===== src/rtl/lcd_pkg.sv =====
// lcd_pkg: shared definitions for the HD44780-style LCD receiver.
//   - nibble assembly FSM state type
//   - display geometry (ROWS x COLS) and the blank character
//   - bit positions of the instruction set, highest set bit selects the command
package lcd_pkg;

  localparam int ROWS  = 2;
  localparam int COLS  = 16;
  localparam int DEPTH = ROWS * COLS;

  localparam logic [7:0] SPACE = 8'h20;

  // Command class = position of the highest set bit of the instruction byte
  localparam int CMD_DDRAM = 7;
  localparam int CMD_CGRAM = 6;
  localparam int CMD_FUNC  = 5;
  localparam int CMD_DISP  = 3;
  localparam int CMD_ENTRY = 2;
  localparam int CMD_HOME  = 1;
  localparam int CMD_CLEAR = 0;

  // Argument bits inside the commands
  localparam int FUNC_DL  = 4;  // 1 = 8-bit interface
  localparam int DISP_D   = 2;  // display on
  localparam int ENTRY_ID = 1;  // 1 = increment

  typedef enum logic {
    ST_HI = 1'b0,
    ST_LO = 1'b1
  } nib_state_t;

endpackage


===== src/rtl/lcd_sync.sv =====
// lcd_sync: brings the asynchronous LCD bus into the clk domain.
//   clk, rst_n                   : clock, asynchronous active-low reset
//   lcd_e, lcd_rs, lcd_rw, lcd_d : raw LCD bus (asynchronous)
//   e_fall                       : one-cycle strobe on the falling edge of lcd_e
//   rs_smp, rw_smp, d_smp        : bus values from the cycle before the edge
module lcd_sync (
  input  logic       clk,
  input  logic       rst_n,
  input  logic       lcd_e,
  input  logic       lcd_rs,
  input  logic       lcd_rw,
  input  logic [3:0] lcd_d,
  output logic       e_fall,
  output logic       rs_smp,
  output logic       rw_smp,
  output logic [3:0] d_smp
);

  // Bus packed as {e, rs, rw, d[3:0]}
  logic [6:0] meta_p0;
  logic [6:0] sync_p1;
  logic [6:0] prev_p2;

  always_ff @(posedge clk or negedge rst_n) begin
    if (!rst_n) begin
      meta_p0 <= '0;
      sync_p1 <= '0;
      prev_p2 <= '0;
    end else begin
      meta_p0 <= {lcd_e, lcd_rs, lcd_rw, lcd_d};
      sync_p1 <= meta_p0;
      prev_p2 <= sync_p1;
    end
  end

  // prev_p2 holds the last synchronized values while e was still high, so the
  // writer's data is taken from before the falling edge.
  assign e_fall = prev_p2[6] & ~sync_p1[6];
  assign rs_smp = prev_p2[5];
  assign rw_smp = prev_p2[4];
  assign d_smp  = prev_p2[3:0];

endmodule


===== src/rtl/lcd_rx.sv =====
// lcd_rx: passive HD44780 bus receiver with a 2x16 character shadow memory.
//   clk, rst_n                   : clock, asynchronous active-low reset
//   lcd_e, lcd_rs, lcd_rw, lcd_d : LCD writer bus (D7..D4 only)
//   rd_addr / rd_data            : display memory read port, 1-cycle latency
//   byte_valid, byte_rs, byte_data : pulse + contents of each completed byte
//   cursor                       : DDRAM address {row, col}
//   mode4, disp_on, busy         : interface width, display-on, clear running
//   rx_err                       : one-cycle protocol error pulse
module lcd_rx
  import lcd_pkg::*;
(
  input  logic       clk,
  input  logic       rst_n,
  input  logic       lcd_e,
  input  logic       lcd_rs,
  input  logic       lcd_rw,
  input  logic [3:0] lcd_d,
  input  logic [4:0] rd_addr,
  output logic [7:0] rd_data,
  output logic       byte_valid,
  output logic       byte_rs,
  output logic [7:0] byte_data,
  output logic [4:0] cursor,
  output logic       mode4,
  output logic       disp_on,
  output logic       busy,
  output logic       rx_err
);

  logic       e_fall;
  logic       rs_smp;
  logic       rw_smp;
  logic [3:0] d_smp;

  lcd_sync u_sync (
    .clk    (clk),
    .rst_n  (rst_n),
    .lcd_e  (lcd_e),
    .lcd_rs (lcd_rs),
    .lcd_rw (lcd_rw),
    .lcd_d  (lcd_d),
    .e_fall (e_fall),
    .rs_smp (rs_smp),
    .rw_smp (rw_smp),
    .d_smp  (d_smp)
  );

  nib_state_t state, state_nxt;
  logic       inc;
  logic [4:0] clr_cnt;
  logic [3:0] hi_nib;
  logic       hi_rs;

  logic       done;
  logic       cap_hi;
  logic       asm_err;
  logic       asm_rs;
  logic [7:0] asm_byte;

  logic       ddram_ok;
  logic [4:0] ddram_addr;
  logic [3:0] col_step;

  logic       wr_en;
  logic [4:0] wr_addr;
  logic [7:0] wr_data;
  logic [7:0] mem [DEPTH];

  // ---- strobe -> byte assembly ----
  always_ff @(posedge clk or negedge rst_n) begin
    if (!rst_n) state <= ST_HI;
    else        state <= state_nxt;
  end

  always_comb begin
    state_nxt = state;
    done      = 1'b0;
    cap_hi    = 1'b0;
    asm_err   = 1'b0;
    asm_rs    = rs_smp;
    asm_byte  = {d_smp, 4'h0};
    if (e_fall) begin
      if (rw_smp) begin
        asm_err = 1'b1;
      end else if (!mode4) begin
        done = 1'b1;
      end else if (state == ST_HI) begin
        cap_hi    = 1'b1;
        state_nxt = ST_LO;
      end else begin
        state_nxt = ST_HI;
        asm_byte  = {hi_nib, d_smp};
        if (rs_smp != hi_rs) asm_err = 1'b1;
        else                 done    = 1'b1;
      end
    end
    // A function set resynchronises the nibble phase.
    if (done && !busy && !asm_rs && asm_byte[7:5] == 3'b001) state_nxt = ST_HI;
  end

  always_ff @(posedge clk) begin
    if (cap_hi) begin
      hi_nib <= d_smp;
      hi_rs  <= rs_smp;
    end
  end

  // ---- byte execution ----
  // Only DDRAM addresses 0x00-0x0F and 0x40-0x4F exist on a 2x16 panel.
  always_comb begin
    ddram_ok   = (asm_byte[6:4] == 3'b000) || (asm_byte[6:4] == 3'b100);
    ddram_addr = {asm_byte[6], asm_byte[3:0]};
    col_step   = inc ? cursor[3:0] + 4'd1 : cursor[3:0] - 4'd1;
  end

  always_ff @(posedge clk or negedge rst_n) begin
    if (!rst_n) begin
      mode4      <= 1'b0;
      cursor     <= '0;
      inc        <= 1'b1;
      disp_on    <= 1'b0;
      busy       <= 1'b0;
      clr_cnt    <= '0;
      byte_valid <= 1'b0;
      byte_rs    <= 1'b0;
      byte_data  <= '0;
      rx_err     <= 1'b0;
    end else begin
      byte_valid <= 1'b0;
      rx_err     <= asm_err;
      if (busy) begin
        clr_cnt <= clr_cnt + 5'd1;
        if (clr_cnt == 5'(DEPTH - 1)) busy <= 1'b0;
      end
      if (done) begin
        if (busy) begin
          rx_err <= 1'b1;
        end else begin
          byte_valid <= 1'b1;
          byte_rs    <= asm_rs;
          byte_data  <= asm_byte;
          if (asm_rs) begin
            cursor <= {cursor[4], col_step};
          end else if (asm_byte[CMD_DDRAM]) begin
            if (ddram_ok) cursor <= ddram_addr;
            else          rx_err <= 1'b1;
          end else if (!asm_byte[CMD_CGRAM]) begin
            if (asm_byte[CMD_FUNC]) begin
              mode4 <= ~asm_byte[FUNC_DL];
            end else if (asm_byte[CMD_DISP]) begin
              disp_on <= asm_byte[DISP_D];
            end else if (asm_byte[CMD_ENTRY]) begin
              inc <= asm_byte[ENTRY_ID];
            end else if (asm_byte[CMD_HOME]) begin
              cursor <= '0;
            end else if (asm_byte[CMD_CLEAR]) begin
              cursor  <= '0;
              busy    <= 1'b1;
              clr_cnt <= '0;
            end
          end
        end
      end
    end
  end

  // ---- display memory ----
  // Clear sweeps one entry per cycle; data writes are refused while busy, so
  // the two write sources never collide.
  always_comb begin
    wr_en   = busy | (done & asm_rs);
    wr_addr = busy ? clr_cnt : cursor;
    wr_data = busy ? SPACE : asm_byte;
  end

  always_ff @(posedge clk) begin
    if (wr_en) mem[wr_addr] <= wr_data;
    rd_data <= mem[rd_addr];
  end

endmodule


===== config.mk =====
export PLATFORM = sky130hd
export DESIGN_NAME = lcd_rx
export DESIGN_NICKNAME = d
export VERILOG_FILES = /design/src/rtl/lcd_pkg.sv /design/src/rtl/lcd_sync.sv /design/src/rtl/lcd_rx.sv
export SDC_FILE = /design/constraint.sdc
export NUM_CORES = 1
export LEC_CHECK = 0
export CORE_ASPECT_RATIO = 0.5
export CORE_MARGIN = 3
export CORE_UTILIZATION = 31
export CTS_BUF_LIST = sky130_fd_sc_hd__clkbuf_4
export CTS_CLUSTER_DIAMETER = 120
export DETAILED_ROUTE_END_ITERATION = 12
export SYNTH_ARGS = -nofsm -noshare
export SYNTH_HDL_FRONTEND = slang
export SYNTH_HIERARCHICAL = 1
export SYNTH_SLANG_ARGS = --single-unit

===== constraint.sdc =====
create_clock -name clk -period 2.4 [get_ports clk]
set_clock_uncertainty 0.05 [all_clocks]
set_input_delay 0.36 -clock clk [delete_from_list [all_inputs] [get_ports clk]]
set_output_delay 0.36 -clock clk [all_outputs]
set_load 0.01 [all_outputs]

==> load_flow_metrics.sql <==
INSERT INTO impl_metrics (metric_group, metric, value, unit) VALUES
('floorplanning', 'starting_utilization_of_the_core_area', '0.3163', ''),
('cts', 'max-clock-path-buffers', '3', ''),
('synth', 'syn-instance-count', '648', ''),
('cts', 'clkSlewWorstSetupHoldPaths', '0.07', 'ns'),
('worst_setup_path', 'max_stage_delay', '0.61', 'ns'),
('drt', 'routed-via-count', '6583', ''),
('worst_setup_path', 'worstSetupPathType', 'reg -> out', ''),
('flow_run', 'cap_violations', '0', ''),
('floorplanning', 'die_y', '147.4', 'um'),
('timing', 'timing_max_transition_violations_final', '0', ''),
('worst_setup_path', 'cp_num_cells', '1', ''),
('worst_setup_path', 'crit_arrival', '1.87', 'ns'),
('timing', 'rsz0062_at_grt', 'no', ''),
('timing', 'max_freq', '439.0', 'MHz'),
('cts', 'htreeDepth', '3', ''),
('worst_setup_path', 'crit_path_end_kind', 'output port', ''),
('timing', 'totalNegativeSetupSlack', '0', 'ns'),
('placement', 'gp_routability_congestion', '0.7692', ''),
('power_and_ir_drop', 'vdd.ir_drop.worst', '0.2615', 'mV'),
('worst_setup_path', 'crit_required', '1.99', 'ns'),
('floorplanning', 'placementRows', '51', ''),
('worst_setup_path', 'startpoint_type', 'flop', ''),
('global_routing', 'antenna_found_initial', '1', ''),
('power_and_ir_drop', 'p_per_area', '778.1', 'mW/mm^2'),
('synth', 'synthDominantAreaCellType', 'sky130_fd_sc_hd__edfxtp_1', ''),
('cts', 'clock_insertion_delay_worst_skew', '0.73', 'ns'),
('worst_setup_path', 'worstRegToRegCells', '5', ''),
('synth', 'synthesis.yosys.warnings', '6', ''),
('drt', 'route.final.wire_length', '26510', 'um'),
('placement', 'detailedPlacementHpwl', '16950', 'um'),
('final_layout', 'post-route-util', '0.3788', ''),
('power_and_ir_drop', 'total_power_consumption_of_the_routed_design', '11.55', 'mW'),
('power_and_ir_drop', 'power_switching_share', '0.2340', ''),
('hold_path', 'min_path_type', 'in -> async', ''),
('worst_setup_path', 'path_delay_family', 'buffers and inverters', ''),
('floorplanning', 'die_area', '0.04256', 'mm^2'),
('global_routing', 'grt_first_pass_wirelength', '41010', 'um'),
('cts', 'clock_sinks', '316', ''),
('outcome', 'outcome', 'finished, final reports clean', ''),
('worst_setup_path', 'cp_slowest_cell', 'sky130_fd_sc_hd__clkdlybuf4s50_1', ''),
('timing', 'setup_ws', '0.1223', 'ns'),
('timing', 'maxSlewHeadroom', '0.5884', ''),
('global_routing', 'largest_net_degree_at_the_start_of_global_routing', '65', ''),
('final_layout', 'design.final.nets', '824', ''),
('synth', 'synth.cells.most_frequent', 'sky130_fd_sc_hd__edfxtp_1, sky130_fd_sc_hd__mux4_2, sky130_fd_sc_hd__nor2_1', ''),
('placement', 'placedInstanceArea', '0.01379', 'mm^2'),
('worst_setup_path', 'crit_fanout', '6', ''),
('synth', 'synthTopCellsByArea', 'sky130_fd_sc_hd__edfxtp_1, sky130_fd_sc_hd__mux4_2, sky130_fd_sc_hd__dfrtp_1', ''),
('cts', 'clock-root-buffer', 'sky130_fd_sc_hd__clkbuf_4', ''),
('worst_setup_path', 'crit_chain', 'clkdlybuf4s50_1', ''),
('worst_setup_path', 'crit-reg2reg-launch', 'u_sync/prev_p2[4]', ''),
('global_routing', 'globalRoute.totalOverflow', '0', ''),
('drt', 'drtPass1Iterations', '5', ''),
('synth', 'synth.yosys.seq_area_share', '0.7403', ''),
('timing', 'final_hold_violating_endpoints', '0', ''),
('synth', 'ys_dominant_reg_cell', 'sky130_fd_sc_hd__edfxtp_1', ''),
('power_and_ir_drop', 'power_frac_comb', '0.088', ''),
('drt', 'wl_per_cell', '19.09', 'um'),
('timing', 'post-route-min-period', '2.278', 'ns'),
('synth', 'synth_top_cell_area_share', '0.6324', ''),
('drt', 'ant_nets', '0', ''),
('timing', 'final_setup_violating_endpoints', '0', ''),
('timing', 'fin_crit_sh', '0.9491', ''),
('worst_setup_path', 'worstPathBufferInverterCount', '1', ''),
('worst_setup_path', 'rrSetupSlack', '0.17', 'ns'),
('drt', 'first_iter_violations', '492', ''),
('synth', 'dominant_cell_by_count_in_the_synthesized_netlist', 'sky130_fd_sc_hd__edfxtp_1', ''),
('power_and_ir_drop', 'cellInternalPower', '8.845', 'mW'),
('floorplanning', 'num_ports', '41', ''),
('drt', 'via_density_per_instance', '4.739', ''),
('floorplanning', 'design.core.area', '0.03918', 'mm^2');
==> cell usage in the layout (no fill, tap or decap), drive strengths merged, types with 2 or more instances in the layout <==
cell	n
a31oi	2
a22oi	2
dfxtp	8
o32ai	4
clkinv	8
ha	4
o21ai	11
a21oi	2
nor2	51
nor2b	4
diode	2
a2111oi	3
mux2i	8
nor3	3
o22ai	33
mux4	64
a211oi	4
xnor2	2
nand4b	2
nor4	8
nand3b	4
nand2b	3
and3	2
or3b	2
mux2	9
clkbuf	118
a32oi	2
dfrtp	46
nand2	23
buf	70
inv	10
dlygate4sd3	8
edfxtp	261
clkdlybuf4s50	37
nor4b	2
xor2	4
a22o	5
nand3	11
and4b	3
==> power by group through the flow <==
stage | registers [mW] | logic, mW | clock network, mW
3_5_place_dp | 6.30 | 1.01 | 0
6_report | 6.18 | 1.01 | 4.35
5_1_grt | 6.20 | 1.10 | 4.80
4_1_cts | 6.18 | 1.02 | 4.52
3_3_place_gp | 6.29 | 0.989 | 0
2_1_floorplan | 6.29 | 0.550 | 0
==> registers in the layout, indices dropped and copies added, names as in the netlist, 4 cells and up <==
signal          count
u_sync/prev_p2      7
byte_data           8
cursor              5
mem               256
clr_cnt             5
u_sync/sync_p1      7
rd_data             8
hi_nib              4
u_sync/meta_p0      7
==> worst max path at each step <==
stage	start	end	slack (ns)
2_1_floorplan	mode4	mem[0][2]	0.10
3_3_place_gp	rd_addr[4]	rd_data[1]	0.20
3_5_place_dp	rd_addr[4]	rd_data[2]	0.08
4_1_cts	busy	busy	0.01
5_1_grt	cursor[4]	cursor[4]	0.01
6_report	cursor[4]	cursor[4]	0.12
==> logic make-up (layout without fill, tap and decap cells) <==
family / count (synthesis) / after routing / synth area share
xor+xnor: 6 / 6 / 0.004240
simple gates: 124 / 124 / 0.05068
mux: 81 / 81 / 0.1309
flops: 316 / 316 / 0.7403
compound gates: 73 / 73 / 0.04715
fa+ha+maj: 5 / 5 / 0.005654
buf+inv: 43 / 252 / 0.02100
other cells: 0 / 2 / 0
==> area by class of cell <==
class | count | area [um^2]
clock buffer | 118 | 885.9
clock inverter | 10 | 65.06
tap | 530 | 663.1
multi-input combinational | 289 | 2975
antenna | 2 | 5.005
timing repair buffer | 115 | 1037
sequential | 316 | 9176
inverter | 9 | 33.78
fill | 3605 | 24340
==> timing repair <==
item	in CTS	in global routing
gates resized for setup	1	1
hold buffers	8	0
hold endpoints to repair	36	0
buffers inserted	1	0
setup endpoints to repair	1	1
gates cloned	0	0
==> per-stage QoR <==
stage | cells | hold slack (ns)
floorplan | 648 | 0.01441
global placement | 1250 | 0.2845
detailed placement | 1250 | 0.2858
CTS | 1387 | 0.05746
global route | 1388 | 0.1299
finish | 1389 | 0.1235
==> metal layers <==
| metal | up-vias | part of all wire | global-route usage |
|---|---|---|---|
| met2 | 171 | 0.49 | 0.2063 |
| li1 | 2973 | - | - |
| met3 | 64 | 0.054 | 0.03929 |
| met1 | 3375 | 0.43 | 0.1638 |
| met4 | 0 | 0.027 | 0.05055 |
| met5 | - | 0 | 0 |
(Power assumes the default switching activity.)
